## src/rtl/cc_cond_unit.sv

```systemverilog
// Condition-code register and branch/cmov condition evaluation for the execute stage (optional stats: CC_PERF_CNT_EN).
// Latency: e_Cnd/e_mispredict combinational from registered CC; CC and M_Cnd update one edge later.
// Backpressure: M_stall holds M_Cnd, M_bubble clears it (wins over stall); the CC write ignores both.
module cc_cond_unit (
   input  logic       clk,
   input  logic       rst_n,
   input  logic [3:0] E_icode,
   input  logic [3:0] E_ifun,
   input  logic       alu_zf,
   input  logic       alu_sf,
   input  logic       alu_of,
   input  logic       m_exc,
   input  logic       W_exc,
   input  logic       M_stall,
   input  logic       M_bubble,
   output logic       cc_zf,
   output logic       cc_sf,
   output logic       cc_of,
   output logic       e_Cnd,
   output logic       e_mispredict,
   output logic       M_Cnd
`ifdef CC_PERF_CNT_EN
   ,
   output logic [31:0] taken_cnt,
   output logic [31:0] ntaken_cnt
`endif
);

   localparam logic [3:0] ICODE_CMOV = 4'd2;
   localparam logic [3:0] ICODE_OPQ  = 4'd6;
   localparam logic [3:0] ICODE_JXX  = 4'd7;

   // An OPq only commits its flags when no older instruction is raising an exception.
   logic set_cc;
   assign set_cc = (E_icode == ICODE_OPQ) && !m_exc && !W_exc;

   // Condition-code register; the reset value reflects a zero result.
   always_ff @(posedge clk or negedge rst_n) begin
      if (!rst_n) begin
         cc_zf <= 1'b1;
         cc_sf <= 1'b0;
         cc_of <= 1'b0;
      end else if (set_cc) begin
         cc_zf <= alu_zf;
         cc_sf <= alu_sf;
         cc_of <= alu_of;
      end
   end

   // Condition evaluated from the registered flags only, so an OPq's own flags affect later instructions.
   logic lt;
   logic cond;
   always_comb begin
      lt   = cc_sf ^ cc_of;
      cond = 1'b0;
      case (E_ifun)
         4'd0:    cond = 1'b1;
         4'd1:    cond = lt | cc_zf;
         4'd2:    cond = lt;
         4'd3:    cond = cc_zf;
         4'd4:    cond = ~cc_zf;
         4'd5:    cond = ~lt;
         4'd6:    cond = ~lt & ~cc_zf;
         default: cond = 1'b0;
      endcase
      e_Cnd = cond && ((E_icode == ICODE_CMOV) || (E_icode == ICODE_JXX));
   end

   // Jumps are predicted taken, so a jXX whose condition fails was mispredicted.
   assign e_mispredict = (E_icode == ICODE_JXX) && !e_Cnd;

   // E-to-M pipeline register for the condition result; bubble beats stall.
   always_ff @(posedge clk or negedge rst_n) begin
      if (!rst_n) begin
         M_Cnd <= 1'b0;
      end else if (M_bubble) begin
         M_Cnd <= 1'b0;
      end else if (!M_stall) begin
         M_Cnd <= e_Cnd;
      end
   end

`ifdef CC_PERF_CNT_EN
   // Branch statistics: count each jXX as it advances into memory; counters wrap naturally.
   always_ff @(posedge clk or negedge rst_n) begin
      if (!rst_n) begin
         taken_cnt  <= '0;
         ntaken_cnt <= '0;
      end else if ((E_icode == ICODE_JXX) && !M_stall && !M_bubble) begin
         if (e_Cnd) begin
            taken_cnt <= taken_cnt + 32'd1;
         end else begin
            ntaken_cnt <= ntaken_cnt + 32'd1;
         end
      end
   end
`endif

endmodule

```

## config.mk

```make
export PLATFORM = sky130hd
export DESIGN_NAME = cc_cond_unit
export DESIGN_NICKNAME = d
export VERILOG_FILES = /design/src/rtl/cc_cond_unit.sv
export SDC_FILE = /design/constraint.sdc
export NUM_CORES = 1
export LEC_CHECK = 0
export ABC_AREA = 1
export CAP_MARGIN = 10
export CORE_AREA = 2 2 39 41
export DETAILED_ROUTE_END_ITERATION = 12
export DIE_AREA = 0 0 41 43
export GPL_ROUTABILITY_DRIVEN = 0
export SLEW_MARGIN = 25
export SYNTH_ARGS = -nofsm -noshare
export SYNTH_HDL_FRONTEND = slang
export SYNTH_SLANG_ARGS = --single-unit
```

## constraint.sdc

```tcl
create_clock -name clk -period 1.2 [get_ports clk]
set_input_delay 0.24 -clock clk [delete_from_list [all_inputs] [get_ports clk]]
set_output_delay 0.24 -clock clk [all_outputs]
set_load 0.01 [all_outputs]
```

Word level (Yosys, flattened, before mapping)
Index checks and enable logic that the tools add are counted.
{"block": "op_classes", "eq_ne": 10, "n_mux": 3, "bitwise": 5, "n_reduce_logical": 9}
{"op": "4-bit by 3-bit equality test with 1-bit output (second input constant)", "count": 5}
{"op": "4-bit by 2-bit equality test with 1-bit output (second input constant)", "count": 3}
{"op": "1-bit case mux with 7 select lines", "count": 1}
{"op": "4-bit by 1-bit equality test with 1-bit output (second input constant)", "count": 1}
{"op": "1-bit logical AND", "count": 4}
{"op": "4-bit logical NOT", "count": 1}
{"op": "1-bit logical NOT", "count": 3}
{"op": "1-bit two-way mux", "count": 2}
{"op": "2-bit by 1-bit inequality test with 1-bit output (second input constant)", "count": 1}
{"op": "1-bit inverter", "count": 2}
{"op": "1-bit AND", "count": 1}
{"op": "1-bit logical OR", "count": 1}
{"op": "1-bit OR", "count": 1}
{"op": "1-bit bitwise XOR", "count": 1}
{"block": "word_totals", "ff_bits": 4, "inputBits": 17, "out_inout_bits": 6, "word_cells": 31}

Depth between registers and ports, before layout
Gate-level depths: netlist of run 1.
{"block": "depth", "ltp_word": 7, "ltp_mapped": 9}

Least setup slack after synthesis of run 1
Ideal clock, no wire load.
{"block": "synth_path", "path_type": "register to output", "startpoint": "register cc_zf", "endpoint": "output port e_mispredict", "t_arrival_ps": 1072, "required_time_ps": 960, "slack_ps": -112, "stages_incl_launch_ff": 7, "path_cell_list": "dfstp_2 a21boi_0 nand2_1 nand2_1 nand2_1 inv_1 nor2_1"}
{"block": "synth_via", "elab_chain_cells": 6, "word_cells_on_any_way": 7, "classes_between": "1 x mux; 3 x bitwise; 3 x reduce/logical"}
{"element": "from (decl)", "line": "16", "text": "output logic cc_zf,"}
{"element": "from (signal assigned)", "line": "44", "text": "cc_zf <= alu_zf;"}
{"element": "1-bit inverter", "line": "61, 63"}
{"element": "1-bit AND", "line": "63", "text": "4'd6: cond = ~lt & ~cc_zf;"}
{"element": "1-bit case mux with 7 select lines (*)", "line": "56", "text": "case (E_ifun)"}
{"element": "1-bit logical AND (*)", "line": "66", "text": "e_Cnd = cond && ((E_icode == ICODE_CMOV) || (E_icode == ICODE_JXX));"}
{"element": "via e_Cnd", "line": "19", "text": "output logic e_Cnd,"}
{"element": "1-bit logical NOT (*)", "line": "70", "text": "assign e_mispredict = (E_icode == ICODE_JXX) && !e_Cnd;"}
{"element": "1-bit logical AND (*)", "line": "70"}
{"element": "to (decl)", "line": "20", "text": "output logic e_mispredict,"}
Mark *: on every way through the listed nets, which the timed path passes. The rest lies on a longest branch.

Worst setup path after layout of run 1
{"block": "layout_path", "startpoint": "register cc_zf", "endpoint": "output port e_mispredict"}
{"block": "layout_via", "elab_chain_cells": 6, "word_cells_on_any_way": 7, "classes_between": "1 x mux; 3 x bitwise; 3 x reduce/logical"}
{"element": "1-bit inverter", "line": "61, 63"}
{"element": "1-bit AND", "line": "63"}
{"element": "1-bit case mux with 7 select lines (*)", "line": "56"}
{"element": "1-bit logical AND (*)", "line": "66"}
{"element": "1-bit logical NOT (*)", "line": "70"}
{"element": "1-bit logical AND (*)", "line": "70"}
Every way passes the cells marked *; elsewhere a longest branch is shown, timed or not.

==> results of run 1 <==
[routing by layer]
metal | part of all wire | wire length (µm) | up-vias
met2 | 0.55 | 459 | 14
met3 | 0.088 | 73 | 0
li1 | - | - | 221
met1 | 0.36 | 300 | 170
met4 | 0 | 0 | 0
met5 | 0 | 0 | -
[what timing repair did]
action / CTS / global route
resized for setup: 22 / 8
setup endpoints to repair: 10 / 6
buffers inserted: 4 / 0
pin swaps: 7 / 8
hold endpoints to repair: 0 / 0
[worst paths after layout]
path	from	endpoint	slack, ps
min in group clk	M_Cnd	M_Cnd	540
max in group asynchronous	rst_n	cc_zf	760
min	rst_n	cc_of	210
max reg2reg	cc_zf	M_Cnd	-30
min reg2reg	M_Cnd	M_Cnd	540
max	cc_zf	e_mispredict	-420
[state kept, by name, indices dropped and copies added (netlist names)]
register and count:
M_Cnd 1, cc_of 1, cc_sf 1, cc_zf 1
[power breakdown]
group | total [µW] | internal [µW] | switching (µW)
Combinational | 244 | 149 | 94.9
Clock | 184 | 125 | 59.3
Sequential | 180 | 162 | 18.9
Total | 609 | 436 | 173
[area by class of cell]
type / instances / area (µm²)
well taps: 16 / 20.02
clock buffers: 4 / 26.28
inverters: 10 / 37.54
multi-input cells: 34 / 176.4
repair buffers: 35 / 295.3
flip-flops and latches: 4 / 101.3
fillers: 155 / 726.9
[placed cells by master (no fill, tap or decap), drive strengths merged]
| cell type | instances |
|---|---|
| nor2 | 11 |
| dfrtp | 3 |
| dlygate4sd2 | 6 |
| dlymetal6s2s | 2 |
| a21oi | 3 |
| clkdlybuf4s50 | 10 |
| a21boi | 1 |
| mux2 | 1 |
| o21bai | 1 |
| inv | 10 |
| dfstp | 1 |
| buf | 17 |
| nand2 | 15 |
| clkbuf | 4 |
| nand3 | 2 |
[cell families after synthesis]
kind of cell	share of synthesized area
compound gates	0.1107
buf+inv	0.1230
flops	0.3320
mux	0.04917
simple gates	0.3852
[critical path: stages, from the launching register on]
cell and delay, ps:
sky130_fd_sc_hd__dfstp_2 550, sky130_fd_sc_hd__nor2_1 40, sky130_fd_sc_hd__nor2_1 90, sky130_fd_sc_hd__nand2_1 80, sky130_fd_sc_hd__nor2_2 90, sky130_fd_sc_hd__nand2_2 70, sky130_fd_sc_hd__inv_2 60, sky130_fd_sc_hd__nor2_2 30
sky130_fd_sc_hd__buf_2 120
[per-stage QoR]
stage	cells	worst slack (ps)	util	setup TNS, ps
finish	103	-418.7	0.4747	-930.0
global route	103	-487.1	0.4747	-1151
CTS	103	-443.2	0.4656	-1030
detailed placement	96	-875.9	0.4503	-3018
global placement	96	-853.9	0.4503	-2923
floorplan	48	-66.05	-	-80.12
==> out/qor.csv, run 1 <==
stage,metric,value,unit
clock_network,clk sink count,4,
timing,Highest Clock Rate,617.8,MHz
floorplanning,initial core utilization,0.2206,
routing,number of design-rule violations left by the first detailed-router iteration,3,
pwr,cell leakage power,0.0003801,µW
yosys,Most used DFF post-synth,sky130_fd_sc_hd__dfrtp_1,
outcome,run status,"complete, but fails checks",
yosys,Syn Nets,65,
pwr,Final Power,609.0,µW
clock_network,total CTS buffers,3,
yosys,area fraction of the dominant cell type after synthesis,0.2459,
timing,final worst-path cycle share,1.349,
yosys,post-synthesis sequential element count,4,
worst_setup_path,CP startpoint kind,flop,
routing,routed wire length per instance,8.087,µm
clock_network,Worst-Skew Late Latency,230,ps
yosys,count of synthesis-stage warnings from yosys,0,
yosys,sequential element share of the synthesized area,0.3320,
yosys,dominant cell type by area after synthesis,sky130_fd_sc_hd__dfrtp_1,
clock_network,clock-pin transition on the worst setup and hold timing paths,40,ps
global_routing,first-pass GRT wire length,1338,µm
clock_network,H-tree Lvls,1,
clock_network,maximum buffer depth of the clock tree,2,
timing,worst slew pin tran,180.2,ps
global_routing,met1 demand-to-capacity share in global routing,0.1071,
timing,unrepaired setup endpoints after global routing,yes,
timing,number of endpoints failing setup at the final stage,4,
floorplanning,area of the core,0.001384,mm²
worst_setup_path,crit end category,primary output,
global_routing,leftover overflow at the end of global routing,0,
floorplanning,die boundary height,43,µm
yosys,post-synthesis async set-or-reset flop share,1.000,
routing,number of iterations in the first detailed-routing pass,4,
timing,Setup Skew,1.100,ps
worst_setup_path,type of the worst setup path,flop to primary output,
worst_setup_path,"Max FO, Critical Path",5,
layout,fraction of layout instances using a drive strength above 1,0.3793,
global_routing,Top Usage Layer GRT,met2,
pwr,power density normalized to cell area,927.1,mW/mm²
timing,post-layout worst setup margin,-418.7,ps
global_routing,initial antenna violation count,0,
placement,buffers added on ports,22,
global_routing,met3 demand-to-capacity share in global routing,0.06283,
outcome,violations in the final reports,negative setup slack,
yosys,instance count of the mapped netlist,48,
routing,final routed DRC violation total,0,
global_routing,met2 demand-to-capacity share in global routing,0.2000,
layout,Final #Nets,105,
run,reported max-cap violation count,0,
worst_setup_path,worst path required time,960,ps
floorplanning,die area,0.001763,mm²
timing,Final Critical Period,1619,ps
clock_network,root buf cell,sky130_fd_sc_hd__clkbuf_4,
layout,Antenna Diode Count,0,
yosys,cells taking the most area after synthesis,"sky130_fd_sc_hd__dfrtp_1 25%, sky130_fd_sc_hd__nand2_1 18%, sky130_fd_sc_hd__inv_1 12%, sky130_fd_sc_hd__nor2_1 11%, sky130_fd_sc_hd__dfstp_2 8.6%",
worst_setup_path,arrival time at the worst endpoint,1380,ps
yosys,number of flops mapped to enable cells by yosys,0,
clock_network,count of hold buffers inserted by post-cts repair,0,
timing,number of hold violations in the final report,0,
pwr,Max VDD drop,0.0004625,V
placement,HPWL reported at the end of detailed placement,669.4,µm
placement,placed cell area,623.1,µm²
yosys,most frequently used cell type in the post-synthesis netlist,sky130_fd_sc_hd__nand2_1,
routing,Routed Wire Length,833,µm
timing,max-slew violation count,0,
clock_network,clock tree from TritonCTS,done,
yosys,"Cell Area, Synth",305.3,µm²
floorplanning,Core Rows,14,
layout,Synth-to-Final Area Change,115.2,%
yosys,synthesized area per cell,6.360,µm²
timing,remaining max-slew budget at the tightest pin,0.8795,
floorplanning,floorplan die width,41,µm
global_routing,combined global-route utilization of all metal layers,0.1158,
routing,routed via count,405,
timing,worst hold slack across all endpoints,206.3,ps
worst_setup_path,worst-case reg-to-reg path depth,7,
global_routing,vias in the first global route,377,
global_routing,maximum number of pins on one net before global-route repair,6,
routing,Antenna Violating Nets Remaining,0,
min_path,path class of the lowest-slack min-delay path,primary input to async pin,
yosys,number of library cell types mapped by synthesis,13,
floorplanning,IO Pins,23,
yosys,leading post-synthesis cells by instance count,"15 x sky130_fd_sc_hd__nand2_1, 10 x sky130_fd_sc_hd__inv_1, 9 x sky130_fd_sc_hd__nor2_1",
routing,Via density,3.932,
layout,finished layout cell area,656.9,µm²
No activity file was read; power rests on OpenSTA's default activity.
==> run 2, diff against run 1 <==
--- a/config.mk
+++ b/config.mk
@@ -10,7 +10,7 @@
 export CORE_AREA = 2 2 39 41
 export DETAILED_ROUTE_END_ITERATION = 12
 export DIE_AREA = 0 0 41 43
-export GPL_ROUTABILITY_DRIVEN = 0
+export GPL_ROUTABILITY_DRIVEN = 1
 export SLEW_MARGIN = 25
 export SYNTH_ARGS = -nofsm -noshare
 export SYNTH_HDL_FRONTEND = slang
==> results of run 2 <==
No change in the layout: final DEF, timing and power equal those of run 1.
==> run 3, diff against run 2 <==
--- a/config.mk
+++ b/config.mk
@@ -6,7 +6,7 @@
 export NUM_CORES = 1
 export LEC_CHECK = 0
 export ABC_AREA = 1
-export CAP_MARGIN = 10
+export CAP_MARGIN = 15
 export CORE_AREA = 2 2 39 41
 export DETAILED_ROUTE_END_ITERATION = 12
 export DIE_AREA = 0 0 41 43
==> results of run 3 <==
No change in the layout: final DEF, timing and power equal those of run 1.
